## src/rtl/spi_rx_pkg.sv

```systemverilog
// Shared types and helpers for the multi-word SPI frame receiver.
package spi_rx_pkg;

  typedef enum logic [1:0] {
    WAIT_IDLE,
    IDLE,
    SHIFT,
    CHECK
  } state_t;

  localparam int MAX_CH = 8;

  // Bit counter must reach TOTAL+1 so an overlong frame stays distinguishable.
  function automatic int cnt_width(input int total);
    return $clog2(total + 2);
  endfunction

endpackage

```

## src/rtl/sync_edge.sv

```systemverilog
// Multi-flop synchroniser for an asynchronous pin, with rise/fall strobes
// derived from one extra history flop.
module sync_edge #(
  parameter int STAGES = 2
) (
  input  logic clk,
  input  logic reset,
  input  logic din,
  output logic level,
  output logic rise,
  output logic fall
);

  logic [STAGES-1:0] chain_reg;
  logic              hist_reg;

  always_ff @(posedge clk) begin
    if (reset) begin
      chain_reg <= '0;
      hist_reg  <= 1'b0;
    end else begin
      chain_reg <= {chain_reg[STAGES-2:0], din};
      hist_reg  <= chain_reg[STAGES-1];
    end
  end

  assign level = chain_reg[STAGES-1];
  assign rise  = level & ~hist_reg;
  assign fall  = ~level & hist_reg;

endmodule

```

## src/rtl/spi_frame_rx.sv

```systemverilog
// SPI mode-0 frame receiver: shifts NUM_CH words of WORD_W bits, checks the
// frame length on chip-select release and commits the whole bank at once.
module spi_frame_rx
  import spi_rx_pkg::*;
#(
  parameter int WORD_W           = 16,
  parameter int NUM_CH           = 2,
  parameter int CS_ACTIVE_LOW    = 1,
  parameter int UPDATE_ON_CHANGE = 0,
  parameter int SYNC_STAGES      = 2
) (
  input  logic                     clk,
  input  logic                     reset,
  input  logic                     sclk,
  input  logic                     cs,
  input  logic                     sdi,
  output logic [NUM_CH*WORD_W-1:0] data_out,
  output logic                     new_frame,
  output logic                     frame_err,
  output logic [7:0]               frame_cnt,
  output logic                     busy
);

  localparam int TOTAL = NUM_CH * WORD_W;
  localparam int CNT_W = cnt_width(TOTAL);
  localparam logic [CNT_W-1:0] CNT_FULL = CNT_W'(TOTAL);
  localparam logic [CNT_W-1:0] CNT_SAT  = CNT_W'(TOTAL + 1);

  logic sclk_lvl, sclk_rise, sclk_fall;
  logic cs_lvl, cs_rise, cs_fall;
  logic sdi_lvl;

  sync_edge #(.STAGES(SYNC_STAGES)) u_sync_sclk (
    .clk(clk), .reset(reset), .din(sclk),
    .level(sclk_lvl), .rise(sclk_rise), .fall(sclk_fall)
  );

  sync_edge #(.STAGES(SYNC_STAGES)) u_sync_cs (
    .clk(clk), .reset(reset), .din(cs),
    .level(cs_lvl), .rise(cs_rise), .fall(cs_fall)
  );

  sync_edge #(.STAGES(SYNC_STAGES)) u_sync_sdi (
    .clk(clk), .reset(reset), .din(sdi),
    .level(sdi_lvl), .rise(), .fall()
  );

  logic cs_act, cs_on, cs_off;
  assign cs_act = (CS_ACTIVE_LOW != 0) ? ~cs_lvl : cs_lvl;
  assign cs_on  = (CS_ACTIVE_LOW != 0) ? cs_fall : cs_rise;
  assign cs_off = (CS_ACTIVE_LOW != 0) ? cs_rise : cs_fall;

  state_t state_reg, state_next;

  always_ff @(posedge clk) begin
    if (reset) state_reg <= WAIT_IDLE;
    else       state_reg <= state_next;
  end

  always_comb begin
    state_next = state_reg;
    case (state_reg)
      WAIT_IDLE: if (!cs_act) state_next = IDLE;
      IDLE:      if (cs_on)   state_next = SHIFT;
      SHIFT:     if (cs_off)  state_next = CHECK;
      CHECK:                  state_next = IDLE;
      default:                state_next = WAIT_IDLE;
    endcase
  end

  logic [TOTAL-1:0] shift_reg;
  logic [CNT_W-1:0] bit_cnt_reg;
  logic [TOTAL-1:0] data_reg;
  logic             new_frame_reg;
  logic             frame_err_reg;
  logic [7:0]       frame_cnt_reg;

  always_ff @(posedge clk) begin
    if (reset) begin
      shift_reg     <= '0;
      bit_cnt_reg   <= '0;
      data_reg      <= '0;
      new_frame_reg <= 1'b0;
      frame_err_reg <= 1'b0;
      frame_cnt_reg <= 8'd0;
    end else begin
      new_frame_reg <= 1'b0;
      frame_err_reg <= 1'b0;
      case (state_reg)
        IDLE: begin
          if (cs_on) begin
            shift_reg   <= '0;
            bit_cnt_reg <= '0;
          end
        end
        SHIFT: begin
          // A clock edge coinciding with chip-select release is not part of the frame.
          if (!cs_off && sclk_rise) begin
            shift_reg <= (shift_reg << 1) | TOTAL'(sdi_lvl);
            if (bit_cnt_reg != CNT_SAT) bit_cnt_reg <= bit_cnt_reg + CNT_W'(1);
          end
        end
        CHECK: begin
          if (bit_cnt_reg == CNT_FULL) begin
            data_reg      <= shift_reg;
            frame_cnt_reg <= frame_cnt_reg + 8'd1;
            new_frame_reg <= !((UPDATE_ON_CHANGE != 0) && (shift_reg == data_reg));
          end else begin
            frame_err_reg <= 1'b1;
          end
        end
        default: ;
      endcase
    end
  end

  assign data_out  = data_reg;
  assign new_frame = new_frame_reg;
  assign frame_err = frame_err_reg;
  assign frame_cnt = frame_cnt_reg;
  assign busy      = (state_reg == SHIFT);

endmodule

```

## config.mk

```make
export PLATFORM = sky130hd
export DESIGN_NAME = spi_frame_rx
export DESIGN_NICKNAME = d
export VERILOG_FILES = /design/src/rtl/spi_rx_pkg.sv /design/src/rtl/sync_edge.sv /design/src/rtl/spi_frame_rx.sv
export SDC_FILE = /design/constraint.sdc
export NUM_CORES = 1
export LEC_CHECK = 0
export BUFFER_PORTS_ARGS = -buffer_cell sky130_fd_sc_hd__buf_2
export CORE_ASPECT_RATIO = 1.75
export CORE_UTILIZATION = 52
export CTS_CLUSTER_DIAMETER = 150
export DETAILED_ROUTE_END_ITERATION = 10
export GPL_ROUTABILITY_DRIVEN = 0
export PLACE_DENSITY = 0.73
export SLEW_MARGIN = 15
export SYNTH_ARGS = -nofsm -noshare
export SYNTH_HDL_FRONTEND = slang
export SYNTH_SLANG_ARGS = --single-unit
```

## constraint.sdc

```tcl
create_clock -name clk -period 3.92 [get_ports clk]
set_input_delay 0.588 -clock clk [delete_from_list [all_inputs] [get_ports clk]]
set_output_delay 0.588 -clock clk [all_outputs]
set_load 0.005 [all_outputs]
```

==> impl_metrics.json, run 1 <==
{
  "io_pins": 48,
  "coreArea_sq_um": 6860,
  "clkTransAtPathRegs_ns": 0.06,
  "final_common_cell": "dfxtp_1",
  "clkLatencyLatePin_ns": 0.33,
  "hp-class": "reg -> reg",
  "syn_inst": 431,
  "synth_top_area_frac": 0.490,
  "fin_util": 0.608,
  "cts_tree": "done",
  "synth_area_leader_cell": "dfxtp_1",
  "worst_setup_path_start_kind": "flip-flop",
  "syn-num-nets": 444,
  "grt_pass1_vias": 3019,
  "cts_buffers": 9,
  "die_h_microns": 113,
  "netlist_top_cells_area": "dfxtp_1 (49%), a21oi_1 (9.8%), nand2_1 (7.9%)",
  "rrSetupSlack_ns": 1.45,
  "area_growth_pct": 13.5,
  "worst_pin_slew_ns": 1.06,
  "layout_common_cells": "dfxtp_1 (90), nand2_1 (77), a21oi_1 (72)",
  "ir_drop_mv": 0.339,
  "vias": 3127,
  "syn_avg_cell_area_sq_um": 8.52,
  "whs_path_depth": 1,
  "critPathKind": "reg -> reg",
  "whs_ns": 0.435,
  "die_w_microns": 65.5,
  "io_buffers": 47,
  "fin_worst_skew_ns": 0.00518,
  "hold_viol": 0,
  "track_usage": 0.229,
  "async_flop_share": 0,
  "cts_resized": 0,
  "reg2reg_depth": 7,
  "powerDensity_nw_per_um2": 473,
  "clock_sinks": 90,
  "crit_family": "compound AO/OA/AOI/OAI gates",
  "rows": 40,
  "fmax_mhz": 405,
  "diodes": 0,
  "setup_ws_ns": 1.45,
  "fin_crit_sh": 0.629,
  "p_leak_uw": 0.00150,
  "cts.htree.levels": 3,
  "drc": 0,
  "initial_core_util": 0.536,
  "crit-reg2reg-launch": "state_reg[0]",
  "min_to": "u_sync_sdi.chain_reg[1]",
  "cp_num_buf_inv": 2,
  "ys_ff_latch": 90,
  "dp_hpwl_mm": 5.02,
  "synth_cell_types": 38,
  "grt-ovfl-total": 0,
  "cts_max_path_buffers": 2,
  "period_needed_ns": 2.47,
  "min_from": "u_sync_sdi.chain_reg[0]",
  "nets": 473,
  "finalSetupTns_ns": 0,
  "yosysSeqAreaShare": 0.490,
  "final-setup-viol-count": 0,
  "drt_wl_total_mm": 7.84,
  "antenna_found_initial": 0,
  "wl_per_cell_microns": 14.3,
  "max_stage_delay_ns": 0.84,
  "drive_above_1_share": 0.153,
  "root_buffer": "clkbuf_16",
  "fin_total_pwr_uw": 1970,
  "holdBufCountCts": 0,
  "rsz0062_at_grt": "false",
  "synth_ff_type": "dfxtp_1",
  "syn_area_sq_um": 3670,
  "critPathRequiredTime_ns": 4.17,
  "die_area_sq_um": 7420,
  "drtPass1Iterations": 4,
  "grt_max_degree": 52,
  "grt_pass1_wl_mm": 13.4,
  "ant_nets": 0,
  "worst-path-max-fanout": 32,
  "post_cts_buffers": 0,
  "synth-edff-count": 0,
  "outcome": "complete, no violations",
  "maxCapViolCount": 0,
  "cp_slowest_cell": "a211o_1",
  "rr_endpoint": "shift_reg[5]",
  "yosysWarnings": 0,
  "slew_headroom": 0.296,
  "pre_cts_ws_ns": 1.46,
  "cp.depth": 7,
  "end_kind": "flip-flop",
  "slew_viol_final": 0,
  "worstPathArrival_ns": 2.72,
  "path_cells": "inv_1, ha_1, buf_4, mux2i_1, a211o_1, nand3_1, a21oi_1",
  "drt-initial-drc-count": 140,
  "viasPerCell": 5.72
}
## worst register-to-register path, delay by kind of cell (launching register included)
| kind | cells | cell delay [ns] |
|---|---|---|
| simple gates | 1 | 0.15 |
| fa+ha+maj | 1 | 0.22 |
| flops | 1 | 0.36 |
| compound gates | 2 | 1.04 |
| buf+inv | 2 | 0.33 |
| mux | 1 | 0.30 |
## layout make-up
class	count	area, sq um
clock buffer	14	254
fill	614	2690
inverter	7	26.3
multi-input combinational	297	1690
sequential	90	1800
tap	84	105
timing repair buffer	55	295
## where the power goes
group / total [uW] / switching, uW / leakage [uW] / internal (uW)
clock network: 757 / 317 / 0.000123 / 441
logic: 277 / 197 / 0.000653 / 80.4
registers: 939 / 10.8 / 0.000726 / 928
## routing by layer
layer / wire length (microns) / share of wire / track usage
met1: 3290 / 0.42 / 0.257
met2: 4060 / 0.52 / 0.395
met3: 270 / 0.034 / 0.0474
met4: 218 / 0.028 / 0.123
met5: 0 / 0 / 0
## Yosys cell counts, drive strengths merged, types with 3 or more instances
master   n
o211ai  32
nor2b   10
inv      7
nand4    3
nand3   39
nand2b   6
buf     13
a21oi   72
nor2     7
dfxtp   90
clkbuf  24
xor2     4
nand2   77
a31oi    3
a211oi   4
nor3     5
and3     3
ha       8
## kinds of logic after synthesis
group	Yosys count	synth area share
AND/OR/NAND/NOR	158	0.204
flip-flops	90	0.490
multiplexers	3	0.00851
buffers and inverters	44	0.0548
XOR/XNOR	5	0.0119
adder cells (fa/ha/maj)	8	0.0272
AO/OA/AOI/OAI	123	0.203
## how the worst max path moves through the flow
stage / start / end / slack, ns
floorplan: state_reg[1] / shift_reg[1] / 2.13
global placement: state_reg[0] / shift_reg[12] / 1.59
detailed placement: state_reg[0] / shift_reg[18] / 1.46
CTS: state_reg[0] / shift_reg[18] / 1.47
global route: state_reg[0] / shift_reg[25] / 1.21
finish: state_reg[0] / shift_reg[5] / 1.45
## through the flow
| step | instances | cell area [sq um] |
|---|---|---|
| 2_1_floorplan | 431 | 3670 |
| 3_3_place_gp | 533 | 3920 |
| 3_5_place_dp | 533 | 3920 |
| 4_1_cts | 547 | 4170 |
| 5_1_grt | 547 | 4170 |
| 6_report | 547 | 4170 |
Note: power is estimated with default switching activity, not from simulation.
==> run 2: changes to the inputs <==
--- a/config.mk
+++ b/config.mk
@@ -7,11 +7,11 @@
 export LEC_CHECK = 0
 export BUFFER_PORTS_ARGS = -buffer_cell sky130_fd_sc_hd__buf_2
 export CORE_ASPECT_RATIO = 1.75
-export CORE_UTILIZATION = 52
+export CORE_UTILIZATION = 51
 export CTS_CLUSTER_DIAMETER = 150
 export DETAILED_ROUTE_END_ITERATION = 10
 export GPL_ROUTABILITY_DRIVEN = 0
-export PLACE_DENSITY = 0.73
+export PLACE_DENSITY = 0.75
 export SLEW_MARGIN = 15
 export SYNTH_ARGS = -nofsm -noshare
 export SYNTH_HDL_FRONTEND = slang
==> constraint.sdc (replaced) <==
create_clock -name clk -period 2.17 [get_ports clk]
set_input_delay 0.3255 -clock clk [delete_from_list [all_inputs] [get_ports clk]]
set_output_delay 0.3255 -clock clk [all_outputs]
set_load 0.005 [all_outputs]
==> run 2 against run 1 <==
Against the previous run: combinational power up 92%; total power up 100%; maximum frequency up 31%; final cell count up 1.8%.
==> impl_metrics.json, run 2 (same netlist as run 1, synthesis figures left out) <==
{
  "fin_crit_sh": 0.865,
  "grt_pass1_vias": 2955,
  "slew_headroom": 0.624,
  "vias": 3176,
  "drtPass1Iterations": 4,
  "critPathKind": "reg -> reg",
  "die_h_microns": 114,
  "maxCapViolCount": 0,
  "hp-class": "in -> reg",
  "crit-reg2reg-launch": "state_reg[1]",
  "holdBufCountCts": 0,
  "cp_slowest_cell": "mux2i_1",
  "nets": 481,
  "rows": 40,
  "max_stage_delay_ns": 0.40,
  "worst-path-max-fanout": 18,
  "clkLatencyLatePin_ns": 0.34,
  "crit_family": "multiplexers",
  "grt_max_degree": 91,
  "worstPathArrival_ns": 2.08,
  "min_from": "sdi",
  "io_buffers": 47,
  "clock_sinks": 90,
  "nFillCells": 598,
  "initial_core_util": 0.532,
  "die_w_microns": 66.2,
  "area_growth_pct": 17.8,
  "powerDensity_nw_per_um2": 913,
  "period_needed_ns": 1.88,
  "rsz0062_at_grt": "false",
  "diodes": 0,
  "drt_wl_total_mm": 8.19,
  "grt-ovfl-total": 0,
  "cts_buffers": 9,
  "outcome": "complete, no violations",
  "final_common_cell": "dfxtp_1",
  "worst_setup_path_start_kind": "flip-flop",
  "fmax_mhz": 533,
  "track_usage": 0.233,
  "critPathRequiredTime_ns": 2.38,
  "ir_drop_mv": 0.629,
  "cts_resized": 0,
  "cp_num_buf_inv": 2,
  "dp_hpwl_mm": 5.30,
  "finalSetupTns_ns": 0,
  "antenna_found_initial": 0,
  "final-setup-viol-count": 0,
  "reg2reg_depth": 7,
  "grt_pass1_wl_mm": 13.7,
  "clkTransAtPathRegs_ns": 0.06,
  "wl_per_cell_microns": 14.7,
  "post_cts_buffers": 0,
  "drt-initial-drc-count": 199,
  "min_to": "u_sync_sdi.chain_reg[0]",
  "viasPerCell": 5.70,
  "coreArea_sq_um": 6910,
  "grt-busiest-layer": "met2",
  "die_area_sq_um": 7560,
  "whs_path_depth": 2,
  "p_leak_uw": 0.00159,
  "met2_usage": 0.391,
  "fin_worst_skew_ns": 0.00423,
  "drive_above_1_share": 0.180,
  "hold_viol": 0,
  "end_kind": "flip-flop",
  "rrSetupSlack_ns": 0.29,
  "worst_pin_slew_ns": 0.562,
  "cts_max_path_buffers": 2,
  "slew_viol_final": 0,
  "grt.met3_usage": 0.0468,
  "io_pins": 48,
  "path_cells": "inv_1, ha_1, mux2i_1, a211oi_4, buf_4, o211ai_1, a21oi_1",
  "drc": 0,
  "fin_util": 0.627,
  "cts_tree": "done",
  "layout_common_cells": "dfxtp_1 (90), nand2_1 (77), a21oi_1 (72)",
  "ant_nets": 0,
  "grtUsageMet1": 0.278,
  "rr_endpoint": "shift_reg[14]",
  "cts.htree.levels": 3,
  "root_buffer": "clkbuf_16"
}
run 2: worst max path at each step:
stage	endpoint	start	depth (start not counted)	slack, ns
final	shift_reg[14]	state_reg[1]	7	0.29
after global routing	shift_reg[14]	state_reg[1]	7	0.11
after CTS	frame_cnt[7]	bit_cnt_reg[2]	4	0.25
after detailed placement	frame_cnt[7]	bit_cnt_reg[2]	4	0.27
after global placement	frame_cnt[7]	bit_cnt_reg[2]	4	0.42
after floorplan	shift_reg[1]	state_reg[1]	8	0.38
run 2: final cells by class:
type	count	area (sq um)	area share
Clock buffer	12	267	0.0616
Timing Repair Buffer	63	368	0.0850
Clock inverter	4	72.6	0.0168
Sequential cell	90	1800	0.416
Multi-Input combinational cell	297	1690	0.390
Tap cell	84	105	0.0243
Inverter	7	26.3	0.00607
run 2: worst register-to-register path, stage by stage (launching register included):
cell	delay (ns)
dfxtp_1	0.33
inv_1	0.08
ha_1	0.33
mux2i_1	0.40
a211oi_4	0.08
buf_4	0.21
o211ai_1	0.21
a21oi_1	0.10
run 2: metrics by stage:
step | total power [uW] | setup slack, ns | area [sq um] | cells | hold WS (ns)
floorplan | 2110 | 0.385 | 3670 | 431 | 0.414
global placement | 2230 | 0.417 | 3990 | 541 | 0.418
detailed placement | 2250 | 0.267 | 3990 | 541 | 0.428
CTS | 3970 | 0.250 | 4330 | 557 | 0.198
global route | 4090 | 0.114 | 4330 | 557 | 0.207
finish | 3950 | 0.292 | 4330 | 557 | 0.205
run 2: layer usage:
metal | wire length [microns] | share of wire
met1 | 3400 | 0.42
met2 | 4370 | 0.53
met3 | 275 | 0.034
met4 | 142 | 0.017
met5 | 0 | 0
run 2: power breakdown:
part	switching (uW)	internal [uW]
Clock	624	1100
Sequential	18.5	1680
Combinational	359	174
Total	1000	2950
